`src/rtl/riscv_pkg.sv`:
```
// Shared definitions for the RISC-V boot/run sequencer: state encodings,
// error codes, default halt address and a saturating-increment helper.
package riscv_pkg;

  typedef enum logic [2:0] {
    ST_IDLE    = 3'd0,
    ST_LOAD    = 3'd1,
    ST_RELEASE = 3'd2,
    ST_RUN     = 3'd3,
    ST_HALT    = 3'd4,
    ST_ERROR   = 3'd5
  } state_t;

  localparam logic [1:0] ERR_NONE = 2'b00;
  localparam logic [1:0] ERR_OVF  = 2'b01;
  localparam logic [1:0] ERR_WDOG = 2'b10;

  localparam logic [31:0] HALT_ADDR_DEFAULT  = 32'h0000_0FFC;
  localparam logic [31:0] WDOG_LIMIT_DEFAULT = 32'd100000;

  function automatic logic [31:0] sat_inc32(input logic [31:0] value);
    return (value == 32'hFFFF_FFFF) ? value : value + 32'd1;
  endfunction

endpackage

```
`src/rtl/riscv_boot_loadctr.sv`:
```
// IMEM word counter with end-of-memory flag, plus the down-counter that
// times the core reset window after the last program word.
module riscv_boot_loadctr #(
  parameter int unsigned IMEM_AW    = 8,
  parameter int unsigned REL_CYCLES = 4
) (
  input  logic               clk,
  input  logic               rst_n,
  input  logic               word_clr,
  input  logic               word_inc,
  output logic [IMEM_AW-1:0] word_addr,
  output logic               word_at_end,
  input  logic               rel_load,
  input  logic               rel_dec,
  output logic               rel_done
);

  localparam int unsigned    REL_W    = $clog2(REL_CYCLES + 1);
  localparam logic [REL_W-1:0] REL_INIT = REL_W'(REL_CYCLES - 1);

  logic [IMEM_AW-1:0] word_q;
  logic [REL_W-1:0]   rel_q;

  // NOTE: sequential state is updated with non-blocking assignments only, so
  // every register samples the pre-edge values of its neighbours.
  always_ff @(posedge clk or negedge rst_n) begin
    if (!rst_n) begin
      word_q <= '0;
    end else if (word_clr) begin
      word_q <= '0;
    end else if (word_inc) begin
      word_q <= word_q + 1'b1;
    end
  end

  // Loaded with REL_CYCLES-1 so that the window, including the terminal zero
  // count, spans exactly REL_CYCLES cycles.
  always_ff @(posedge clk or negedge rst_n) begin
    if (!rst_n) begin
      rel_q <= '0;
    end else if (rel_load) begin
      rel_q <= REL_INIT;
    end else if (rel_dec && (rel_q != '0)) begin
      rel_q <= rel_q - 1'b1;
    end
  end

  assign word_addr   = word_q;
  assign word_at_end = &word_q;
  assign rel_done    = (rel_q == '0);

endmodule

```
`src/rtl/riscv_boot_ctrl.sv`:
```
// Boot/run sequencer: loads IMEM, releases the core, gates stores and
// captures the halt exit code. Optional watchdog: RISCV_BOOT_WDOG_EN.
module riscv_boot_ctrl
  import riscv_pkg::*;
#(
  parameter int unsigned IMEM_AW    = 8,
  parameter int unsigned REL_CYCLES = 4,
  parameter logic [31:0] HALT_ADDR  = HALT_ADDR_DEFAULT,
  parameter logic [31:0] WDOG_LIMIT = WDOG_LIMIT_DEFAULT
) (
  input  logic               i_CLK,
  input  logic               i_Reset,
  input  logic               i_Start,
  input  logic               i_LoadValid,
  input  logic [31:0]        i_LoadData,
  input  logic               i_LoadLast,
  output logic               o_LoadReady,
  output logic               o_IMemWE,
  output logic [IMEM_AW-1:0] o_IMemAddr,
  output logic [31:0]        o_IMemWData,
  output logic               o_CoreReset,
  input  logic               i_CoreMemWrite,
  input  logic [31:0]        i_CoreALUResult,
  input  logic [31:0]        i_CoreWriteData,
  output logic               o_DMemWE,
  output logic               o_Done,
  output logic [31:0]        o_ExitCode,
  output logic [1:0]         o_Err,
  output logic [31:0]        o_CycleCount,
  output logic [2:0]         o_State
);

`ifdef RISCV_BOOT_WDOG_EN
  localparam bit WDOG_EN = 1'b1;
`else
  localparam bit WDOG_EN = 1'b0;
`endif

  state_t             state_q, state_d;
  logic [1:0]         err_q;
  logic [31:0]        exit_q;
  logic [31:0]        cycle_q;
  logic [31:0]        cycle_next;

  logic               xfer;
  logic               halt_hit;
  logic               wdog_hit;
  logic               ovf_hit;
  logic               word_clr;
  logic               rel_load;
  logic               rel_dec;
  logic [IMEM_AW-1:0] word_addr;
  logic               word_at_end;
  logic               rel_done;

  riscv_boot_loadctr #(
    .IMEM_AW    (IMEM_AW),
    .REL_CYCLES (REL_CYCLES)
  ) u_loadctr (
    .clk         (i_CLK),
    .rst_n       (i_Reset),
    .word_clr    (word_clr),
    .word_inc    (xfer),
    .word_addr   (word_addr),
    .word_at_end (word_at_end),
    .rel_load    (rel_load),
    .rel_dec     (rel_dec),
    .rel_done    (rel_done)
  );

  assign xfer       = (state_q == ST_LOAD) && i_LoadValid;
  assign ovf_hit    = xfer && !i_LoadLast && word_at_end;
  assign halt_hit   = (state_q == ST_RUN) && i_CoreMemWrite &&
                      (i_CoreALUResult == HALT_ADDR);
  assign cycle_next = sat_inc32(cycle_q);
  // The halt store takes priority when it lands on the limit cycle.
  assign wdog_hit   = WDOG_EN && (state_q == ST_RUN) && !halt_hit &&
                      (cycle_next == WDOG_LIMIT);

  // NOTE: every signal driven here gets a default first, so no path through
  // the case statement can leave one unassigned and infer a latch.
  always_comb begin
    state_d  = state_q;
    word_clr = 1'b0;
    rel_load = 1'b0;
    rel_dec  = 1'b0;
    case (state_q)
      ST_IDLE, ST_HALT, ST_ERROR: begin
        if (i_Start) begin
          state_d  = ST_LOAD;
          word_clr = 1'b1;
        end
      end
      ST_LOAD: begin
        if (xfer) begin
          if (i_LoadLast) begin
            state_d  = ST_RELEASE;
            rel_load = 1'b1;
          end else if (word_at_end) begin
            state_d = ST_ERROR;
          end
        end
      end
      ST_RELEASE: begin
        if (rel_done) begin
          state_d = ST_RUN;
        end else begin
          rel_dec = 1'b1;
        end
      end
      ST_RUN: begin
        if (halt_hit) begin
          state_d = ST_HALT;
        end else if (wdog_hit) begin
          state_d = ST_ERROR;
        end
      end
      default: state_d = ST_IDLE;
    endcase
  end

  always_ff @(posedge i_CLK or negedge i_Reset) begin
    if (!i_Reset) begin
      state_q <= ST_IDLE;
    end else begin
      state_q <= state_d;
    end
  end

  // A restart (any accepted i_Start) wipes the results of the previous run.
  always_ff @(posedge i_CLK or negedge i_Reset) begin
    if (!i_Reset) begin
      err_q   <= ERR_NONE;
      exit_q  <= '0;
      cycle_q <= '0;
    end else if (word_clr) begin
      err_q   <= ERR_NONE;
      exit_q  <= '0;
      cycle_q <= '0;
    end else begin
      if (state_q == ST_RUN) begin
        cycle_q <= cycle_next;
      end
      if (halt_hit) begin
        exit_q <= i_CoreWriteData;
      end
      if (ovf_hit) begin
        err_q <= ERR_OVF;
      end else if (wdog_hit) begin
        err_q <= ERR_WDOG;
      end
    end
  end

  assign o_LoadReady  = (state_q == ST_LOAD);
  assign o_IMemWE     = xfer;
  assign o_IMemAddr   = word_addr;
  assign o_IMemWData  = xfer ? i_LoadData : 32'd0;
  assign o_CoreReset  = (state_q != ST_RUN);
  assign o_DMemWE     = (state_q == ST_RUN) && i_CoreMemWrite && !halt_hit;
  assign o_Done       = (state_q == ST_HALT);
  assign o_ExitCode   = exit_q;
  assign o_Err        = err_q;
  assign o_CycleCount = cycle_q;
  assign o_State      = state_q;

endmodule

```
`config.mk`:
```
export PLATFORM = sky130hd
export DESIGN_NAME = riscv_boot_ctrl
export DESIGN_NICKNAME = d
export VERILOG_FILES = /design/src/rtl/riscv_pkg.sv /design/src/rtl/riscv_boot_loadctr.sv /design/src/rtl/riscv_boot_ctrl.sv
export SDC_FILE = /design/constraint.sdc
export NUM_CORES = 1
export LEC_CHECK = 0
export CORE_MARGIN = 5
export CORE_UTILIZATION = 40
export CTS_BUF_LIST = sky130_fd_sc_hd__clkbuf_16
export DETAILED_ROUTE_END_ITERATION = 8
export PLACE_DENSITY = 0.81
export SLEW_MARGIN = 20
export SYNTH_ARGS = -nofsm -noshare
export SYNTH_HDL_FRONTEND = slang
export SYNTH_HIERARCHICAL = 1
export SYNTH_SLANG_ARGS = --single-unit
```
`constraint.sdc`:
```
create_clock -name i_CLK -period 2.5 [get_ports i_CLK]
set_clock_uncertainty 0.05 [all_clocks]
set_input_delay 0.625 -clock i_CLK [delete_from_list [all_inputs] [get_ports i_CLK]]
set_output_delay 0.625 -clock i_CLK [all_outputs]
set_load 0.05 [all_outputs]
```
## Yosys cells after proc, flatten, opt, wreduce, memory -nomap -nowiden

Index checks and enable logic that the tools add are counted.
W data, S select, Z words.

| word-level totals | value |
|---|---|
| memories | 0 |
| input port bits | 102 |
| ROM bits | 0 |
| register bits after elaboration | 80 |
| output and inout bits | 114 |
| memory bits (writable) | 0 |
| word-level logic and storage cells | 70 |
| latch bits | 0 |

| cells by class | value |
|---|---|
| magnitude comparators | 0 |
| equal/unequal tests | 14 |
| $add $sub $neg | 3 |
| div/mod/pow operators | 0 |
| multiply operators | 0 |
| multiplexer cells | 26 |
| bitwise operators | 0 |
| shift-type cells | 0 |
| reductions and logical operators | 21 |

Operators with widths:

| cell | count |
|---|---|
| $mux W32 | 6 |
| $add A32 B1 Y32 const B | 1 |
| $eq A32 B12 Y1 const B | 1 |
| $eq A32 B32 Y1 const B | 1 |
| $mux W3 | 8 |
| $mux W8 | 2 |
| $pmux W3 S4 | 1 |
| $reduce_bool A2 Y1 | 5 |
| $add A8 B1 Y8 const B | 1 |
| $reduce_and A8 Y1 | 1 |
| $logic_and A1 B1 Y1 | 7 |
| $mux W1 | 7 |
| $eq A3 B2 Y1 const B | 2 |
| $eq A3 B3 Y1 const B | 2 |
| $logic_not A3 Y1 | 2 |
| $ne A2 B2 Y1 const B | 3 |
| $ne A3 B2 Y1 const B | 2 |
| $reduce_and A5 Y1 | 1 |
| $mux W2 | 2 |
| $ne A2 B1 Y1 const B | 2 |
| $eq A3 B1 Y1 const B | 1 |
| $reduce_bool A3 Y1 | 1 |
| $reduce_or A3 Y1 | 1 |
| $sub A3 B1 Y3 const B | 1 |
| other kinds (2) | 3 |

## Depth between registers and ports, before layout

| logic depth | value |
|---|---|
| depth in word-level cells | 6 |
| mapped depth | 9 |
| mapped depth without buffers | 8 |

## Modules after synthesis

Netlist, hierarchy kept.

By module, submodules not included:

| module | area each (um^2) | sequential area each (um^2) | cells an instance | instances |
|---|---|---|---|---|
| riscv_boot_ctrl | 3636.0 | 1701.6 | 423 | 1 |
| riscv_boot_loadctr | 556.8 | 275.3 | 55 | 1 |

## Worst setup path after synthesis

OpenSTA, ideal clock, no wires.

| timing | value |
|---|---|
| path kind | reg2out |
| start point | register state_q[0] (netlist: o_State[0]) |
| end point | output o_IMemWData[22] |
| buffers on the path | 3 |
| stages on the path, launching flop included | 7 |
| arrival | 2.539 ns |
| setup slack | -0.714 ns |
| data required time | 1.825 ns |
| cells stage by stage | dfrtp_1 > buf_4 > nor2b_1 > and3_1 > clkbuf_1 > clkbuf_1 > and2_1 |

| on the way | value |
|---|---|
| longest elaborated chain between the ends | 3 |

RTL lines:

| what | RTL line | text |
|---|---|---|
| start: declaration | riscv_boot_ctrl.sv:39 | `state_t state_q, state_d;` |
| start signal: assignment | riscv_boot_ctrl.sv:126 | `state_q <= state_d;` |
| $eq A3 B1 Y1 | riscv_boot_ctrl.sv:71 | `assign xfer = (state_q == ST_LOAD) && i_LoadValid;` |
| $logic_and A1 B1 Y1 | riscv_boot_ctrl.sv:71 |  |
| named net o_IMemWE | riscv_boot_ctrl.sv:18 | `output logic o_IMemWE,` |
| $mux W32 | riscv_boot_ctrl.sv:158 | `assign o_IMemWData = xfer ? i_LoadData : 32'd0;` |
| end: declaration | riscv_boot_ctrl.sv:20 | `output logic [31:0] o_IMemWData,` |

The timed path passes the listed nets, and every way through them passes these cells.

## Final worst setup path

| timing | value |
|---|---|
| start point | input i_CoreALUResult[1] |
| end point | output o_DMemWE |

| on the way | value |
|---|---|
| longest elaborated chain between the ends | 4 |

RTL lines:

| what | RTL line | text |
|---|---|---|
| start: declaration | riscv_boot_ctrl.sv:23 | `input logic [31:0] i_CoreALUResult,` |
| $eq A32 B12 Y1 | riscv_boot_ctrl.sv:74 | `(i_CoreALUResult == HALT_ADDR);` |
| $logic_and A1 B1 Y1 | riscv_boot_ctrl.sv:73 | `assign halt_hit = (state_q == ST_RUN) && i_CoreMemWrite &&` |
| $logic_not A1 Y1 | riscv_boot_ctrl.sv:160 | `assign o_DMemWE = (state_q == ST_RUN) && i_CoreMemWrite && !halt_hit;` |
| $logic_and A1 B1 Y1 | riscv_boot_ctrl.sv:160 |  |
| end: declaration | riscv_boot_ctrl.sv:25 | `output logic o_DMemWE,` |

Every way passes these cells.

==> impl_metrics.yaml <==
global_route:
  grt_pass1_vias: 4593
  grt_usage_pct: 23.0
  antenna_found_initial: 0
  globalRoute.totalOverflow: 0
  grt_start_max_net_pins: 62
  first_pass_grt_wire_length_um: 23400
floorplan:
  top_level_ports: 216
  initial_utilization_pct: 40.8
  floorplan.core_area_sq_um: 10300
  dieHeight_um: 112
  dieArea_sq_um: 12600
  die_x_um: 112
  std_cell_rows: 37
clock_network:
  cts_tree: "built"
  cts.path.max_buffers: 2
  number_of_h_tree_levels: 3
  cts.reportedPaths.clkPinSlew_ps: 60
  cts-root-buf: "sky130_fd_sc_hd__clkbuf_16"
  cts_post_setup_buffers_inserted: 0
  insertion_delay_ps: 330
  cts_num_sinks: 79
  cts_made_buffers: 9
power_and_ir_drop:
  static-leakage-power_nw: 3.05
  power.density_nw_per_um2: 720
  irDropWorstVdd_mv: 0.474
  post-layout-total-power_mw: 5.26
status:
  violated_checks: "negative setup slack"
  run_status: "finished, violations left"
yosys:
  yosys-mux-area-fraction_pct: 1.19
  synth_fp_nets: 584
  synth_top_cell_area_share_pct: 47.2
  synth_cells: 478
  synth_cell_types: 52
  synthesis.area_per_instance_sq_um: 8.77
  synth_compound_gate_area_share_pct: 14.4
  synth.largest_area_cell: "sky130_fd_sc_hd__dfrtp_1"
  postSynthRegisterBits: 79
  yosys.area_share.xor_xnor_pct: 1.25
  post_synth_instance_area_sq_um: 4190
  synth.yosys.warnings: 6
  synth_fa_ha_area_share_pct: 1.19
  synth.most_common_cell: "sky130_fd_sc_hd__nand2_1"
  synth_top_family_by_area: "simple AND/OR/NAND/NOR gates"
  async_flop_share_pct: 100
  synth.area.top_cells: "sky130_fd_sc_hd__dfrtp_1 (47%), sky130_fd_sc_hd__nand2_1 (8.2%), sky130_fd_sc_hd__o21ai_0 (6.1%)"
  post_synth_and_or_nand_nor_area_fraction_pct: 30.2
  synth_edf_count: 0
  ys_dominant_reg_cell: "sky130_fd_sc_hd__dfrtp_1"
  ys_top_cells_by_count: "sky130_fd_sc_hd__nand2_1 (92), sky130_fd_sc_hd__dfrtp_1 (79), sky130_fd_sc_hd__o21ai_0 (51)"
  synth_sequential_area_ratio_pct: 47.2
critical_path:
  critPathLaunchType: "input pin"
  worstPathMaxFanout: 2
  timing.critical_path.arrival_ps: 1830
  critPathKind: "input pin to output port"
  worst-endpoint-required_ps: 1820
  timing.critical_path.to_type: "output port"
routing:
  detail_route.wirelength_um: 14900
  vias: 4434
  dr.first_iter.drc_count: 346
  detail_route.wl_per_cell_um: 17.8
  detail-route-antenna-nets: 0
  post-route-drc-count: 0
  first_pass_iters: 4
  detail_route.vias_per_cell: 5.32
cells_and_area:
  insertedDiodeCount: 0
  final_core_util_pct: 71.1
  final_layout_net_count: 799
  layout-area-overhead-vs-synth_pct: 74.2
  instances_no_fill: 834
  final_area_sq_um: 7310
  final_layout_size_suffix_gt1_share_pct: 19.2
timing:
  grt_setup_unrepaired: "true"
  worst_slew_margin_rel_pct: 61.7
  final.min_clock_period_ps: 2500
  period_utilisation_layout_pct: 100
  postLayoutSetupSlackWorst_ps: -4.06
  max_clock_freq_ghz: 0.399
  final-hold-violation-count: 0
  timing_worst_slew_pin_value_ps: 573
  final_slew_viol_count: 0
  setup_viol: 1
placement:
  place_hpwl_um: 11300
  place.gp.congestion: 0.865
  port_buffers: 214
  placed_cell_area_sq_um: 6920
  post-place-cells: 815
flow_run:
  max_cap_violations: 0
hold_path:
  min-delay-path-class: "input pin to async pin"
layout make-up:
type	count	area [sq um]
multi-input cells	358	2160
clock buffers	9	225
repair buffers	233	2660
flip-flops and latches	79	1980
inverters	12	45.0
clock inverters	7	72.6
fillers	768	2970
well taps	136	170
power by group:
part           internal (mW)  switching (mW)
combinational           1.09            1.38
clock                  0.775           0.527
sequential              1.37           0.125
flip-flops by register name, summed over array words and instances, names as in the netlist:
register and cells:
o_ExitCode 32, o_CycleCount 32, o_State 3, u_loadctr/word_addr 8, u_loadctr/rel_q 3, o_Err 1
what timing repair did:
action,CTS,global route
setup endpoints to repair,2,36
hold endpoints to repair,0,0
cloned,0,3
pin swaps,9,7
resized for setup,53,33
hold buffers,0,0
through the flow:
stage / TNS (ps) / hold WS, ps / worst slack [ps]
after CTS: -11.5 / 230 / -11.5
after global placement: -4260 / 430 / -521
after detailed placement: -4850 / 444 / -496
final: -4.06 / 213 / -4.06
after floorplan: -281 / 279 / -94.3
after global routing: -55.4 / 258 / -36.1
path summary, 6_finish.rpt:
kind | endpoint | slack, ps | cells past startpoint | from
min in group i_CLK | o_Err[0] | 450 | 2 | o_Err[0]
worst max-delay path | o_DMemWE | -4 | 4 | i_CoreALUResult[1]
worst max register to register | o_CycleCount[28] | 170 | 6 | o_CycleCount[0]
max in group asynchronous | o_State[0] | 1570 | 2 | i_Reset
worst min-delay path | o_CycleCount[20] | 210 | 1 | i_Reset
worst min register to register | o_Err[0] | 450 | 2 | o_Err[0]
cells by family after synthesis:
group / count (synthesis)
simple gates: 240
compound gates: 102
flops: 79
buf+inv: 41
xor+xnor: 6
mux: 5
fa+ha+maj: 4
other cells: 1
critical path, stage by stage:
cell                      delay [ps]
sky130_fd_sc_hd__buf_6            90
sky130_fd_sc_hd__or4bb_1         510
sky130_fd_sc_hd__o41a_1          440
sky130_fd_sc_hd__buf_6           160
cell usage in the layout (no fill, tap or decap), drive strengths merged, types with 6 or more instances in the layout:
cell type	count
a21oi	21
and2	35
and3	7
buf	63
clkbuf	12
clkdlybuf4s50	148
dfrtp	79
dlygate4sd2	14
inv	13
nand2	92
nand3	13
nand4	18
nor2	21
nor3	6
o211ai	6
o21ai	51
o31ai	7
or3	19
or4	8
metal layers:
layer	vias up	GRT usage (%)	wire length, um
met5	-	0	0
met4	0	5.93	201
met3	19	8.52	1350
met2	185	42.4	8040
met1	2117	24.9	5270
li1	2113	-	-
(Power assumes the default switching activity.)
